`src/rtl/udp_tx_framer.sv`:
```
// rtl/udp_tx_framer.sv - UDP transmit framer: latches header, requests IPv4 TX, emits UDP header then payload.
// Optional length check enabled by defining UDP_TX_LEN_CHECK_EN.
module udp_tx_framer #(
  parameter logic [7:0]  IP_PROTO_UDP = 8'h11,
  parameter logic [15:0] MAX_LEN      = 16'd1472
) (
  input  logic        clk,
  input  logic        reset,
  input  logic        udp_tx_start,
  input  logic [31:0] udp_hdr_dst_ip,
  input  logic [15:0] udp_hdr_src_port,
  input  logic [15:0] udp_hdr_dst_port,
  input  logic [15:0] udp_hdr_data_length,
  input  logic [15:0] udp_hdr_checksum,
  input  logic [7:0]  udp_data_in,
  input  logic        udp_data_in_valid,
  input  logic        udp_data_in_last,
  output logic        udp_tx_data_out_ready,
  output logic [1:0]  udp_tx_result,
  output logic        ip_tx_start,
  output logic [7:0]  ip_hdr_protocol,
  output logic [15:0] ip_hdr_data_length,
  output logic [31:0] ip_hdr_dst_ip,
  output logic [7:0]  ip_data_out,
  output logic        ip_data_out_valid,
  output logic        ip_data_out_last,
  input  logic [1:0]  ip_tx_result,
  input  logic        ip_tx_data_out_ready
);

  typedef enum logic [2:0] {
    S_IDLE, S_START, S_HDR, S_DATA, S_DONE, S_ERR
  } state_t;

  state_t      r_state;
  state_t      w_next;
  logic [31:0] r_dst_ip;
  logic [15:0] r_src_port;
  logic [15:0] r_dst_port;
  logic [15:0] r_data_len;
  logic [15:0] r_udp_len;
  logic [15:0] r_cksum;
  logic [2:0]  r_hdr_idx;
  logic [15:0] r_byte_cnt;

  logic        w_ip_err;
  logic        w_len_bad;
  logic        w_active;
  logic        w_hdr_xfer;
  logic        w_data_xfer;
  logic [15:0] w_cnt_next;
  logic [7:0]  w_hdr_byte;

  assign w_ip_err    = (ip_tx_result == 2'b11);
  assign w_len_bad   = (udp_hdr_data_length == 16'd0) || (udp_hdr_data_length > MAX_LEN);
  assign w_active    = (r_state == S_START) || (r_state == S_HDR) ||
                       (r_state == S_DATA)  || (r_state == S_DONE);
  assign w_hdr_xfer  = (r_state == S_HDR) && !w_ip_err && ip_tx_data_out_ready;
  assign w_data_xfer = (r_state == S_DATA) && !w_ip_err && udp_data_in_valid && ip_tx_data_out_ready;
  assign w_cnt_next  = r_byte_cnt + 16'd1;

  assign ip_hdr_protocol    = w_active ? IP_PROTO_UDP : 8'h00;
  assign ip_hdr_data_length = w_active ? r_udp_len : 16'h0000;
  assign ip_hdr_dst_ip      = w_active ? r_dst_ip : 32'h0000_0000;

  always_comb begin
    w_hdr_byte = 8'h00;
    case (r_hdr_idx)
      3'd0: w_hdr_byte = r_src_port[15:8];
      3'd1: w_hdr_byte = r_src_port[7:0];
      3'd2: w_hdr_byte = r_dst_port[15:8];
      3'd3: w_hdr_byte = r_dst_port[7:0];
      3'd4: w_hdr_byte = r_udp_len[15:8];
      3'd5: w_hdr_byte = r_udp_len[7:0];
      3'd6: w_hdr_byte = r_cksum[15:8];
      default: w_hdr_byte = r_cksum[7:0];
    endcase
  end

  always_ff @(posedge clk) begin
    if (reset) begin
      r_state    <= S_IDLE;
      r_dst_ip   <= '0;
      r_src_port <= '0;
      r_dst_port <= '0;
      r_data_len <= '0;
      r_udp_len  <= '0;
      r_cksum    <= '0;
      r_hdr_idx  <= '0;
      r_byte_cnt <= '0;
    end else begin
      r_state <= w_next;
      case (r_state)
        S_IDLE: begin
          r_hdr_idx  <= '0;
          r_byte_cnt <= '0;
          if (udp_tx_start) begin
            r_dst_ip   <= udp_hdr_dst_ip;
            r_src_port <= udp_hdr_src_port;
            r_dst_port <= udp_hdr_dst_port;
            r_data_len <= udp_hdr_data_length;
            r_udp_len  <= udp_hdr_data_length + 16'd8;
            r_cksum    <= udp_hdr_checksum;
          end
        end
        S_HDR:   if (w_hdr_xfer) r_hdr_idx <= r_hdr_idx + 3'd1;
        S_DATA:  if (w_data_xfer) r_byte_cnt <= w_cnt_next;
        default: ;
      endcase
    end
  end

  // An IP-layer error in any active state suppresses all handshakes this cycle.
  always_comb begin
    w_next                = r_state;
    ip_tx_start           = 1'b0;
    udp_tx_data_out_ready = 1'b0;
    ip_data_out           = 8'h00;
    ip_data_out_valid     = 1'b0;
    ip_data_out_last      = 1'b0;
    udp_tx_result         = 2'b00;
    case (r_state)
      S_IDLE: begin
        if (udp_tx_start) w_next = w_len_bad ? S_ERR : S_START;
      end
      S_START: begin
        udp_tx_result = 2'b01;
        if (w_ip_err) begin
          w_next = S_ERR;
        end else begin
          ip_tx_start = 1'b1;
          w_next      = S_HDR;
        end
      end
      S_HDR: begin
        udp_tx_result = 2'b01;
        if (w_ip_err) begin
          w_next = S_ERR;
        end else begin
          ip_data_out       = w_hdr_byte;
          ip_data_out_valid = 1'b1;
          if (w_hdr_xfer && r_hdr_idx == 3'd7) w_next = S_DATA;
        end
      end
      S_DATA: begin
        udp_tx_result = 2'b01;
        if (w_ip_err) begin
          w_next = S_ERR;
        end else begin
          udp_tx_data_out_ready = ip_tx_data_out_ready;
          ip_data_out           = udp_data_in;
          ip_data_out_valid     = udp_data_in_valid;
`ifdef UDP_TX_LEN_CHECK_EN
          ip_data_out_last = udp_data_in_last || (w_cnt_next == r_data_len);
          if (w_data_xfer) begin
            if (udp_data_in_last)
              w_next = (w_cnt_next == r_data_len) ? S_DONE : S_ERR;
            else if (w_cnt_next == r_data_len)
              w_next = S_ERR;
          end
`else
          ip_data_out_last = udp_data_in_last;
          if (w_data_xfer && udp_data_in_last) w_next = S_DONE;
`endif
        end
      end
      S_DONE: begin
        udp_tx_result = 2'b10;
        w_next        = w_ip_err ? S_ERR : S_IDLE;
      end
      S_ERR: begin
        udp_tx_result = 2'b11;
        w_next        = S_IDLE;
      end
      default: w_next = S_IDLE;
    endcase
  end

endmodule
```
`config.mk`:
```
export PLATFORM = sky130hd
export DESIGN_NAME = udp_tx_framer
export DESIGN_NICKNAME = d
export VERILOG_FILES = /design/src/rtl/udp_tx_framer.sv
export SDC_FILE = /design/constraint.sdc
export NUM_CORES = 1
export LEC_CHECK = 0
export CAP_MARGIN = 20
export CORE_MARGIN = 3
export CORE_UTILIZATION = 45
export CTS_CLUSTER_DIAMETER = 50
export DETAILED_ROUTE_END_ITERATION = 8
export GPL_TIMING_DRIVEN = 0
export PLACE_DENSITY = 0.93
export SYNTH_ARGS = -nofsm -noshare
export SYNTH_HDL_FRONTEND = slang
export SYNTH_SLANG_ARGS = --single-unit
```
`constraint.sdc`:
```
create_clock -name clk -period 5.8 [get_ports clk]
set_input_delay 1.74 -clock clk [delete_from_list [all_inputs] [get_ports clk]]
set_output_delay 1.74 -clock clk [all_outputs]
set_load 0.02 [all_outputs]
```
Word level (Yosys, flattened, before mapping)
Index checks and enable logic that the tools add are counted.

Reduce and logical (&&, ||, !) cells: 20. $add $sub $neg: 2. Muxes and demuxes: 27. Equality and inequality tests: 17. Magnitude comparators: 1.

Operators with widths (number): $pmux W8 S7 (1); $mux W32 (1); $mux W3 (9); $eq A3 B3 Y1 const B (6); $add A16 B4 Y16 const B (1); $gt A16 B11 Y1 const B (1); $logic_not A16 Y1 (1); $mux W16 (1); $mux W8 (2); $pmux W8 S2 (1); $pmux W3 S5 (1); $eq A3 B2 Y1 const B (4); $logic_and A1 B1 Y1 (7); $mux W1 (7); $eq A3 B1 Y1 const B (2); $logic_not A3 Y1 (2); $ne A3 B2 Y1 const B (2); $pmux W2 S3 (1); $pmux W3 S2 (1); $mux W5 (1); $logic_or A1 B1 Y1 (4); $ne A2 B2 Y1 const B (2); $reduce_and A2 Y1 (2); $add A3 B1 Y3 const B (1); 6 further kinds (6).

Flip-flop bits (word level): 102. Output and inout bits: 70.

Depth between registers and ports, before layout
Depth after elaboration: 9. Depth in mapped cells: 8.

Worst setup path after synthesis
No wires, ideal clock.

Path kind: input port to output port. From: input ip_tx_result[0]. To: output ip_data_out[0]. Stages on the path: 5. Data arrival time: 2775 ps. Buffers on the path: 1. Setup slack: 1285 ps. Data required time: 4060 ps. Cells stage by stage: a21oi_1 -> and2_1 -> clkbuf_1 -> o21ai_0 -> a21oi_1.

Word-level cells in the longest chain between the ends: 3. Elaborated cells on any way between the ends: 4. Classes of those cells: eq/ne: 1; mux: 3.

Ends and longest elaborated chain: start, declared (RTL line 27) `input logic [1:0] ip_tx_result,`; $eq A2 B2 Y1 (*) (RTL line 54) `assign w_ip_err = (ip_tx_result == 2'b11);`; $mux W8, on equally long branches (RTL line 147, 137); $pmux W8 S2 (*) (RTL line 122) `case (r_state)`; end, declared (RTL line 24) `output logic [7:0] ip_data_out,`.

Mark *: on every way between the ends. The rest lies on a longest branch, timed or not.

Worst setup path after layout
Same ends and word-level chain as after synthesis.

==> flow_summary.yaml <==
outcome:
  outcome: "finished clean"
sta:
  hold_viol_final: 0
  setup_viol: 0
  worst_pin_slew_ps: 651.6
  grt_setup_unrepaired: "false"
  fmax_mhz: 177.9
  finalClockSkew_ps: 7.808
  fin_crit_sh_pct: 96.92
  finalCriticalPeriod_ps: 5621
  slew_viol_final: 0
  fin_setup_tns_ps: 0
  slew_headroom_pct: 56.56
drt:
  first_pass_iters: 6
  wl_um: 15870
  drt_iter0_drc: 495
  vias_per_cell: 5.397
  avgRoutedWirePerCell_um: 16.24
  drc: 0
  vias: 5273
  drtAntennaViolNets: 0
job:
  maxCapViolCount: 0
floorplanning:
  ioPinCount: 182
  rows: 37
  coreArea_sq_um: 10600
  die_h_um: 111.6
  start_util_pct: 47.32
  design.die.area_sq_um: 12450
  fp.dieW_um: 111.6
cells_and_area:
  fin_nets: 955
  antenna_cells: 0
  final_common_cell: "nand2_1"
  instances_no_fill: 977
  final_cell_mix: "nand2_1, clkdlybuf4s50_1, dfxtp_1"
  drive_above_1_share_pct: 8.680
  syn_to_final_growth_pct: 42.73
synthesis:
  synth_top_area_share_pct: 40.71
  synth_edf_count: 0
  yosysTopAreaCell: "dfxtp_1"
  synth-async-reset-ratio_pct: 0
  synth_cell_types: 50
  syn_area_per_cell_sq_um: 7.777
  ys_seq_elements: 102
  yosysSeqAreaShare_pct: 40.71
  syn_area_sq_um: 5016
  synth_flop_cell: "dfxtp_1"
  synth.area.top_cells: "dfxtp_1, nand2_1, a21oi_1"
  ys_warn_count: 0
  syn-instance-count: 645
worst_setup_path:
  worst-path-buf-inv: 3
  critical_path.most_common_cell: "clkdlybuf4s50_1"
  max_stage_delay_ps: 650
  path_delay_family: "buffers and inverters"
  crit_chain: "clkdlybuf4s50_1, a21oi_2, and2_1, clkbuf_2, o21ai_0, a21oi_1, clkdlybuf4s50_1"
  start_kind: "input port"
  critPathKind: "in -> out"
  crit_fanout: 10
  endpoint_kind: "output port"
  crit_slowest_cell: "clkdlybuf4s50_1"
  required_ps: 4060
  cp_data_arrival_time_ps: 3880
placement:
  place_congestion: 0.8924
  place_hpwl_um: 12330
  dp.cells: 961
  numPortBuffers: 175
clock_network:
  cts_tree: "built"
  clk_latency_ps: 360
  cts_buffers: 9
  cts-root-buf: "clkbuf_8"
  cts_hold_buf: 0
  clk_pin_slew_ps: 90
  cts_buffer_depth: 2
  clock-sinks: 102
  htreeDepth: 3
global_route:
  grt_antenna_before_repair: 0
  grt_usage_pct: 24.55
  grt_pass1_wl_um: 24920
  grt_max_degree: 18
  grt_overflow_total: 0
  grt_pass1_vias: 4956
power_and_ir_drop:
  p_per_area_nw_per_um2: 369.7
  power_leakage_nw: 2.615
  irDropWorstVdd_uv: 228.1
worst_hold_path:
  hp-class: "reg -> reg"
[state kept, by name, indices dropped and copies added (netlist names)]
register / count
r_cksum: 16
r_state: 3
r_udp_len: 16
r_src_port: 16
r_hdr_idx: 3
r_dst_port: 16
r_dst_ip: 32
[area by class of cell]
type	instances	area, sq um
timing repair buffer	175	1752
fill	906	3442
clock buffer	10	127.6
inverter	5	18.77
sequential	102	2042
multi-input combinational	485	2659
tap	136	170.2
clock inverter	6	70.07
buffer	58	320.3
[cell usage after synthesis (3+ instances only)]
master / n
buf_6: 4
o21ai_0: 8
a22oi_1: 6
and2_1: 51
and3_1: 3
a222oi_1: 4
xnor2_1: 10
nand2_1: 181
clkbuf_1: 19
a211oi_1: 5
nor4_1: 3
buf_4: 12
a221oi_1: 8
ha_1: 7
dfxtp_1: 102
mux2i_1: 3
buf_2: 19
nor3_1: 6
mux2_2: 4
nor2_1: 26
inv_1: 5
a221o_1: 3
a211oi_2: 10
nand4_1: 3
nand3_1: 9
a21oi_1: 101
[path summary, 6_finish.rpt]
check                                               start                   endpoint  slack [ps]  depth (start not counted)
worst max-delay path                      ip_tx_result[0]             ip_data_out[0]         180                          7
worst min register to register  r_dst_ip[15]$_SDFFE_PP0P_  r_dst_ip[15]$_SDFFE_PP0P_         450                          2
worst max register to register    r_state[0]$_SDFFE_PP0P_  r_udp_len[6]$_SDFFE_PP0P_        4110                          7
worst min-delay path            r_dst_ip[15]$_SDFFE_PP0P_  r_dst_ip[15]$_SDFFE_PP0P_         450                          2
[timing repair]
action / 4_1_cts / 5_1_grt
resized for setup: 1 / 1
cloned: 0 / 0
pin swaps: 0 / 0
setup endpoints to repair: 5 / 1
hold endpoints to repair: 0 / 0
setup buffers: 0 / 0
[layer usage]
layer	vias up	GRT usage, %	part of all wire [%]	routed length (um)
met5	-	0	0	0
met4	0	6.975	1.7	274
met3	29	5.217	9.5	1504
met2	288	40.65	47	7447
met1	2414	32.44	42	6641
li1	2542	-	-	-
[cells by family after synthesis]
group / count (synthesis) / synth area share, %
buffers and inverters: 63 / 6.735
other: 1 / 0.07476
multiplexers: 8 / 1.721
AND/OR/NAND/NOR: 294 / 26.89
adder cells (fa/ha/maj): 8 / 1.946
XOR/XNOR: 12 / 2.095
AO/OA/AOI/OAI: 157 / 19.83
flip-flops: 102 / 40.71
[worst reg2reg max path: cells and delay by family (launching register included)]
family / cells / cell delay [ps]
DFF: 1 / 310
buffers and inverters: 4 / 710
AOI/OAI and AO/OA: 1 / 80
and+or+nand+nor: 2 / 450
[through the flow]
| step | power [W] | hold slack (ps) | utilization (%) | instance area (sq um) | worst slack [ps] |
|---|---|---|---|---|---|
| 3_5_place_dp | 0.002193 | 441.8 | 65.62 | 6957 | -103.7 |
| 2_1_floorplan | 0.001684 | 431.7 | - | 5035 | 1285 |
| 3_3_place_gp | 0.002169 | 437.1 | 65.62 | 6957 | -107.7 |
| 4_1_cts | 0.002646 | 455.7 | 67.50 | 7156 | 117.0 |
| 6_report | 0.002647 | 453.9 | 67.53 | 7159 | 178.6 |
| 5_1_grt | 0.002797 | 474.1 | 67.53 | 7159 | 76.70 |
[power by group]
group / switching (W) / internal [W]
logic: 0.000730 / 0.000524
registers: 0.0000912 / 0.000845
clock network: 0.000255 / 0.000202
No activity file was read; power rests on OpenSTA's default activity.
